## config.mk

```make
export PLATFORM = sky130hd
export DESIGN_NAME = oled_frame_source
export DESIGN_NICKNAME = d
export VERILOG_FILES = /design/src/rtl/oled_pkg.sv /design/src/rtl/digit_font_rom.sv /design/src/rtl/oled_frame_source.sv
export SDC_FILE = /design/constraint.sdc
export NUM_CORES = 1
export LEC_CHECK = 0
export ABC_CLOCK_PERIOD_IN_PS = 3700
export CORE_MARGIN = 3
export CORE_UTILIZATION = 45
export CTS_BUF_LIST = sky130_fd_sc_hd__clkbuf_8
export DETAILED_ROUTE_END_ITERATION = 8
export PLACE_DENSITY = 0.67
export SETUP_SLACK_MARGIN = 0.02
export SYNTH_ARGS = -nofsm -noshare
export SYNTH_HDL_FRONTEND = slang
export SYNTH_SLANG_ARGS = --single-unit
```

## constraint.sdc

```tcl
create_clock -name clk -period 3.7 [get_ports clk]
set_input_delay 1.11 -clock clk [delete_from_list [all_inputs] [get_ports clk]]
set_output_delay 1.11 -clock clk [all_outputs]
set_load 0.01 [all_outputs]
```

## src/rtl/oled_pkg.sv

```systemverilog
// Shared definitions for the OLED frame source.
// Contents: frame geometry, byte-index type, FSM state encoding and the
// 5x8 digit glyph table (column-major, bit 0 = top row of the glyph).
package oled_pkg;

  localparam int OLED_COLS   = 128;
  localparam int OLED_PAGES  = 8;
  localparam int FRAME_BYTES = OLED_COLS * OLED_PAGES;
  localparam int IDX_W       = $clog2(FRAME_BYTES);

  typedef logic [IDX_W-1:0] byte_idx_t;

  typedef enum logic [1:0] {
    ST_IDLE   = 2'd0,
    ST_SNAP   = 2'd1,
    ST_STREAM = 2'd2
  } state_e;

  // Digits 0-9, five columns each; column byte bit n lights glyph row n.
  localparam logic [0:9][0:4][7:0] FONT = '{
    '{8'h3E, 8'h51, 8'h49, 8'h45, 8'h3E},  // 0
    '{8'h00, 8'h42, 8'h7F, 8'h40, 8'h00},  // 1
    '{8'h42, 8'h61, 8'h51, 8'h49, 8'h46},  // 2
    '{8'h21, 8'h41, 8'h45, 8'h4B, 8'h31},  // 3
    '{8'h18, 8'h14, 8'h12, 8'h7F, 8'h10},  // 4
    '{8'h27, 8'h45, 8'h45, 8'h45, 8'h39},  // 5
    '{8'h3C, 8'h4A, 8'h49, 8'h49, 8'h30},  // 6
    '{8'h01, 8'h71, 8'h09, 8'h05, 8'h03},  // 7
    '{8'h36, 8'h49, 8'h49, 8'h49, 8'h36},  // 8
    '{8'h06, 8'h49, 8'h49, 8'h29, 8'h1E}   // 9
  };

endpackage

```

## src/rtl/digit_font_rom.sv

```systemverilog
// Combinational digit glyph lookup.
// Ports:
//   digit     in  4  digit to draw; 10-15 give a blank column
//   col       in  3  glyph column 0-4; 5-7 give a blank column
//   font_byte out 8  column pixels, bit 0 = top row
module digit_font_rom
  import oled_pkg::*;
(
  input  logic [3:0] digit,
  input  logic [2:0] col,
  output logic [7:0] font_byte
);

  always_comb begin
    font_byte = 8'h00;
    if (digit <= 4'd9 && col <= 3'd4) begin
      font_byte = FONT[digit][col];
    end
  end

endmodule

```

## src/rtl/oled_frame_source.sv

```systemverilog
// Renders one SSD1306 frame (pages x columns, horizontal addressing) per
// request as a valid/ready byte stream for the SPI serializer.
// Each byte is the OR of the ball pixel, the paddle row (page 7, bit 7) and
// an optional score digit in page 0, columns 0-4. Game inputs are captured
// once per frame so a frame is never torn.
// Ports:
//   clk, rst            clock, synchronous active-high reset
//   enable              stream frames back-to-back while high
//   ball_x, ball_y      ball column 0-127 / row 0-63
//   paddle_x            paddle left column
//   score               digit 0-9, 10-15 blank
//   out_data/out_valid  display byte and its qualifier
//   out_ready           serializer accepts on valid && ready
//   out_first/out_last  mark byte 0 and the final byte of the frame
//   busy                high while in SNAP or STREAM
//
// state     | meaning
// ----------+-------------------------------------------------------------
// ST_IDLE   | no frame in flight, waiting for enable
// ST_SNAP   | capture game inputs, load byte 0 on the exit edge
// ST_STREAM | present byte idx; advance on each accepted byte
module oled_frame_source
  import oled_pkg::*;
#(
  parameter int COLS       = OLED_COLS,
  parameter int PAGES      = OLED_PAGES,
  parameter int PADDLE_LEN = 16,
  parameter bit SCORE_EN   = 1'b1
) (
  input  logic       clk,
  input  logic       rst,
  input  logic       enable,
  input  logic [6:0] ball_x,
  input  logic [5:0] ball_y,
  input  logic [6:0] paddle_x,
  input  logic [3:0] score,
  output logic [7:0] out_data,
  output logic       out_valid,
  input  logic       out_ready,
  output logic       out_first,
  output logic       out_last,
  output logic       busy
);

  localparam int FRAME_N = COLS * PAGES;
  localparam int FIDX_W  = $clog2(FRAME_N);
  localparam int COL_W   = $clog2(COLS);
  localparam int PAGE_W  = FIDX_W - COL_W;

  localparam logic [FIDX_W-1:0] LAST_IDX = FIDX_W'(FRAME_N - 1);
  localparam logic [FIDX_W-1:0] IDX_ONE  = FIDX_W'(1);

  state_e             state_q, state_d;
  logic [FIDX_W-1:0]  idx_q, idx_d;
  logic [7:0]         out_data_q, out_data_d;
  logic               out_valid_q, out_valid_d;
  logic               out_first_q, out_first_d;
  logic               out_last_q, out_last_d;
  logic [6:0]         snap_bx_q, snap_bx_d;
  logic [5:0]         snap_by_q, snap_by_d;
  logic [6:0]         snap_px_q, snap_px_d;
  logic [3:0]         snap_sc_q, snap_sc_d;

  // Render path: the byte that will be loaded on the next edge.
  logic [6:0]         src_bx, src_px;
  logic [5:0]         src_by;
  logic [3:0]         src_sc;
  logic [FIDX_W-1:0]  rnd_idx;
  logic [COL_W-1:0]   rnd_col;
  logic [PAGE_W-1:0]  rnd_page;
  logic [7:0]         paddle_end;
  logic               ball_hit, paddle_hit, score_hit;
  logic [7:0]         font_byte;
  logic [7:0]         render_byte;

  // In SNAP the snapshot registers are being written on the same edge that
  // loads byte 0, so byte 0 is rendered straight from the live inputs.
  always_comb begin
    if (state_q == ST_SNAP) begin
      src_bx  = ball_x;
      src_by  = ball_y;
      src_px  = paddle_x;
      src_sc  = score;
      rnd_idx = '0;
    end else begin
      src_bx  = snap_bx_q;
      src_by  = snap_by_q;
      src_px  = snap_px_q;
      src_sc  = snap_sc_q;
      rnd_idx = idx_q + IDX_ONE;
    end
  end

  assign rnd_col  = rnd_idx[COL_W-1:0];
  assign rnd_page = rnd_idx[FIDX_W-1:COL_W];

  digit_font_rom u_font (
    .digit     (src_sc),
    .col       (rnd_col[2:0]),
    .font_byte (font_byte)
  );

  // 8-bit end column: the paddle clips at the right edge instead of wrapping.
  assign paddle_end = {1'b0, src_px} + 8'(PADDLE_LEN);

  always_comb begin
    ball_hit    = (rnd_page == PAGE_W'(src_by[5:3])) && (rnd_col == COL_W'(src_bx));
    paddle_hit  = (rnd_page == PAGE_W'(PAGES - 1))
                  && (rnd_col >= COL_W'(src_px))
                  && ({1'b0, rnd_col} < paddle_end);
    score_hit   = SCORE_EN && (rnd_page == '0) && (rnd_col < COL_W'(5));
    render_byte = 8'h00;
    if (ball_hit)   render_byte = render_byte | (8'h01 << src_by[2:0]);
    if (paddle_hit) render_byte = render_byte | 8'h80;
    if (score_hit)  render_byte = render_byte | font_byte;
  end

  always_comb begin
    state_d     = state_q;
    idx_d       = idx_q;
    out_data_d  = out_data_q;
    out_valid_d = out_valid_q;
    out_first_d = out_first_q;
    out_last_d  = out_last_q;
    snap_bx_d   = snap_bx_q;
    snap_by_d   = snap_by_q;
    snap_px_d   = snap_px_q;
    snap_sc_d   = snap_sc_q;

    case (state_q)
      ST_IDLE: begin
        if (enable) state_d = ST_SNAP;
      end

      ST_SNAP: begin
        snap_bx_d   = ball_x;
        snap_by_d   = ball_y;
        snap_px_d   = paddle_x;
        snap_sc_d   = score;
        idx_d       = '0;
        out_data_d  = render_byte;
        out_valid_d = 1'b1;
        out_first_d = 1'b1;
        out_last_d  = 1'b0;
        state_d     = ST_STREAM;
      end

      ST_STREAM: begin
        if (out_valid_q && out_ready) begin
          if (idx_q == LAST_IDX) begin
            out_valid_d = 1'b0;
            out_first_d = 1'b0;
            out_last_d  = 1'b0;
            state_d     = enable ? ST_SNAP : ST_IDLE;
          end else begin
            idx_d       = rnd_idx;
            out_data_d  = render_byte;
            out_first_d = 1'b0;
            out_last_d  = (rnd_idx == LAST_IDX);
          end
        end
      end

      default: begin
        out_valid_d = 1'b0;
        out_first_d = 1'b0;
        out_last_d  = 1'b0;
        state_d     = ST_IDLE;
      end
    endcase
  end

  always_ff @(posedge clk) begin
    if (rst) begin
      state_q     <= ST_IDLE;
      idx_q       <= '0;
      out_data_q  <= 8'h00;
      out_valid_q <= 1'b0;
      out_first_q <= 1'b0;
      out_last_q  <= 1'b0;
      snap_bx_q   <= '0;
      snap_by_q   <= '0;
      snap_px_q   <= '0;
      snap_sc_q   <= '0;
    end else begin
      state_q     <= state_d;
      idx_q       <= idx_d;
      out_data_q  <= out_data_d;
      out_valid_q <= out_valid_d;
      out_first_q <= out_first_d;
      out_last_q  <= out_last_d;
      snap_bx_q   <= snap_bx_d;
      snap_by_q   <= snap_by_d;
      snap_px_q   <= snap_px_d;
      snap_sc_q   <= snap_sc_d;
    end
  end

  assign out_data  = out_data_q;
  assign out_valid = out_valid_q;
  assign out_first = out_first_q;
  assign out_last  = out_last_q;
  assign busy      = (state_q != ST_IDLE);

endmodule

```

==> flow_summary.yaml <==
yosys:
  synth_edf_count: 0
  synthDistinctLibCells: 59
  synth_xor_area_frac: 0.04485
  synth_warnings: 0
  synthMuxAreaShare: 0.06219
  synth_area_leaders: "dfxtp_1 28%, a21oi_1 6.8%, nand2_1 6.2%"
  synth_fa_ha_area_frac: 0.06031
  synthArstFlopShare: 0
  synth-compound-area-share: 0.2314
  syn-cell-area_sq_um: 3319
  syn_avg_cell_area_sq_um: 7.561
  synth_ff_type: "dfxtp_1"
  synth_top_area_frac: 0.2835
  synth_top_family_by_area: "simple AND/OR/NAND/NOR gates"
  yosys.area_share.simple: 0.2646
  synth_seq_area_share: 0.2835
  ys_seq_elements: 47
  yosysTopAreaCell: "dfxtp_1"
  synth_nets: 483
  synth_cells: 439
die:
  die_width_um: 91.89
  die_y_um: 91.89
  core_area_sq_um: 6982
  fp-row-count: 30
  start_util: 0.4754
  dieArea_sq_um: 8443
  io_pins: 40
clock_tree:
  cts_num_sinks: 47
  clk_latency_ns: 0.30
  ctsHoldBuffers: 0
  cts_max_path_buffers: 2
  cts_tree: "built"
  cts.reportedPaths.clkPinSlew_ns: 0.09
  cts_buffers: 5
  cts_max_level: 2
  post-cts-setup-buffers: 0
  cts_resized: 0
  clock-root-buffer: "clkbuf_8"
route:
  vias: 3318
  top_layer: "met4"
  first_iter_violations: 280
  wirelength_mm: 9.576
  wl_met2_mm: 4.147
  first_pass_iters: 5
  drc: 0
  met1Wirelength_mm: 4.909
  met3_length_um: 451
  vias_per_cell: 5.750
  wire_per_inst_um: 16.60
  antenna_left: 0
layout:
  final_cell_mix: "55 x nand2_1, 50 x nor2_1, 47 x dfxtp_1"
  finalNonFillerCells: 577
  utilization: 0.5688
  final_nets: 524
  area_growth_pct: 19.64
  final_common_cell: "nand2_1"
  fillers: 680
  antenna_cells: 0
  drive_gt1_frac: 0.1143
run:
  maxCapViolCount: 0
placed_design:
  place.gp.congestion: 0.9306
  place_inst: 569
  io_buffers: 39
  hpwl_mm: 7.225
global_routing:
  antenna_found_initial: 0
  grt_pass1_vias: 3124
  grt_overflow: 0
  grt_util_all_layers: 0.2282
  grt_pass1_wl_mm: 15.68
  grt_max_degree: 49
setup_path:
  path_class: "in -> reg"
  slowest_stage: "clkdlybuf4s50_1"
  max_stage_delay_ns: 0.43
  crit_top_cell: "a211oi_1"
  required_ns: 3.92
  cp-end-kind: "register"
  path_cells: "clkdlybuf4s50_1, mux2_2, inv_2, ha_1, or2_2, a21oi_2, nor4_2, nand4b_2, a211oi_1, a211oi_1, nor3_1"
  crit_fanout: 5
  worst_setup_path_start_kind: "primary input"
  cp_data_arrival_time_ns: 3.48
power_and_ir_drop:
  p_leak_uw: 0.001485
  power.density_nw_per_um2: 309.3
  max-vdd-ir-drop_mv: 0.2400
sta:
  skew_ns: 0.01249
  min_period_ns: 3.257
  hold_ws_ns: 0.4682
  finalSetupTns_ns: 0
  worstMarginPinSlew_ns: 0.5974
  fmax_mhz: 307.0
  maxSlewViolCount: 0
  grt_setup_unrepaired: "false"
  maxSlewHeadroom: 0.5903
  final_hold_viol_count: 0
  setup_viol: 0
  period_share: 0.8804
run_status:
  outcome: "complete, no violations"
worst_hold_path:
  min-delay-path-class: "reg -> reg"
-- cells by family after synthesis --
group	after synthesis
xor gates and xnor gates	17
AOI/OAI and AO/OA	123
muxes	19
adders and majority gates	16
buffers and inverters	39
and+or+nand+nor	178
DFF	47
-- path summary, 6_finish.rpt --
kind / slack (ns) / cells past startpoint / start / endpoint
setup / recovery: 0.44 / 11 / score[0] / out_data[2]$_SDFFE_PP0P_
hold / removal: 0.47 / 2 / snap_px_q[0]$_SDFF_PP0_ / snap_px_q[0]$_SDFF_PP0_
setup reg to reg: 0.52 / 12 / state_q[0]$_SDFFE_PP0P_ / out_data[7]$_SDFFE_PP0P_
hold reg to reg: 0.47 / 2 / snap_px_q[0]$_SDFF_PP0_ / snap_px_q[0]$_SDFF_PP0_
-- worst max-delay path: cells and delay by family --
kind	cells	cell delay, ns
muxes	1	0.29
AOI/OAI and AO/OA	3	0.53
and+or+nand+nor	4	0.81
adders and majority gates	1	0.20
buffers and inverters	2	0.53
-- layout make-up --
| class | count | area, sq um | area share |
|---|---|---|---|
| multi-input combinational | 353 | 2210 | 0.5564 |
| sequential | 47 | 940.9 | 0.2369 |
| timing repair buffer | 60 | 548.0 | 0.1380 |
| tap | 96 | 120.1 | 0.03025 |
| clock buffer | 7 | 96.34 | 0.02426 |
| inverter | 13 | 48.80 | 0.01229 |
| clock inverter | 1 | 7.507 | 0.001890 |
-- Yosys cell counts (10+ instances only) --
| cell | count |
|---|---|
| nor3_1 | 20 |
| nand2_1 | 55 |
| mux2i_1 | 15 |
| ha_1 | 16 |
| buf_2 | 12 |
| dfxtp_1 | 47 |
| xor2_1 | 11 |
| o21ai_0 | 20 |
| a31oi_1 | 12 |
| clkbuf_1 | 10 |
| a21oi_1 | 45 |
| nor2_1 | 50 |
| nand3_1 | 11 |
-- report_power, final --
group	switching (uW)	leakage [uW]	internal (uW)
clock network	181	0.0000505	170
logic	182	0.00105	147
registers	19.4	0.000383	529
total	382	0.00149	846
-- per-layer routing --
metal / vias up / global-route usage
met1: 1542 / 0.3353
met2: 100 / 0.3546
met3: 6 / 0.03363
met4: 0 / 0.04455
li1: 1670 / -
met5: - / 0
-- registers in the layout, summed over array words and instances (netlist names) --
name	flops
idx_q	10
out_data	8
out_first	1
out_last	1
out_valid	1
snap_bx_q	7
snap_by_q	6
snap_px_q	7
snap_sc_q	4
state_q	2
-- per-stage QoR --
step	power, uW	instance area (sq um)	worst slack [ns]
after floorplan	762.7	3319	0.5577
after global placement	886.7	3867	0.2227
after detailed placement	885.8	3867	0.1673
after CTS	1238	3971	0.4608
after global routing	1294	3971	0.09676
final	1228	3971	0.4425
Note: power is estimated with default switching activity, not from simulation.
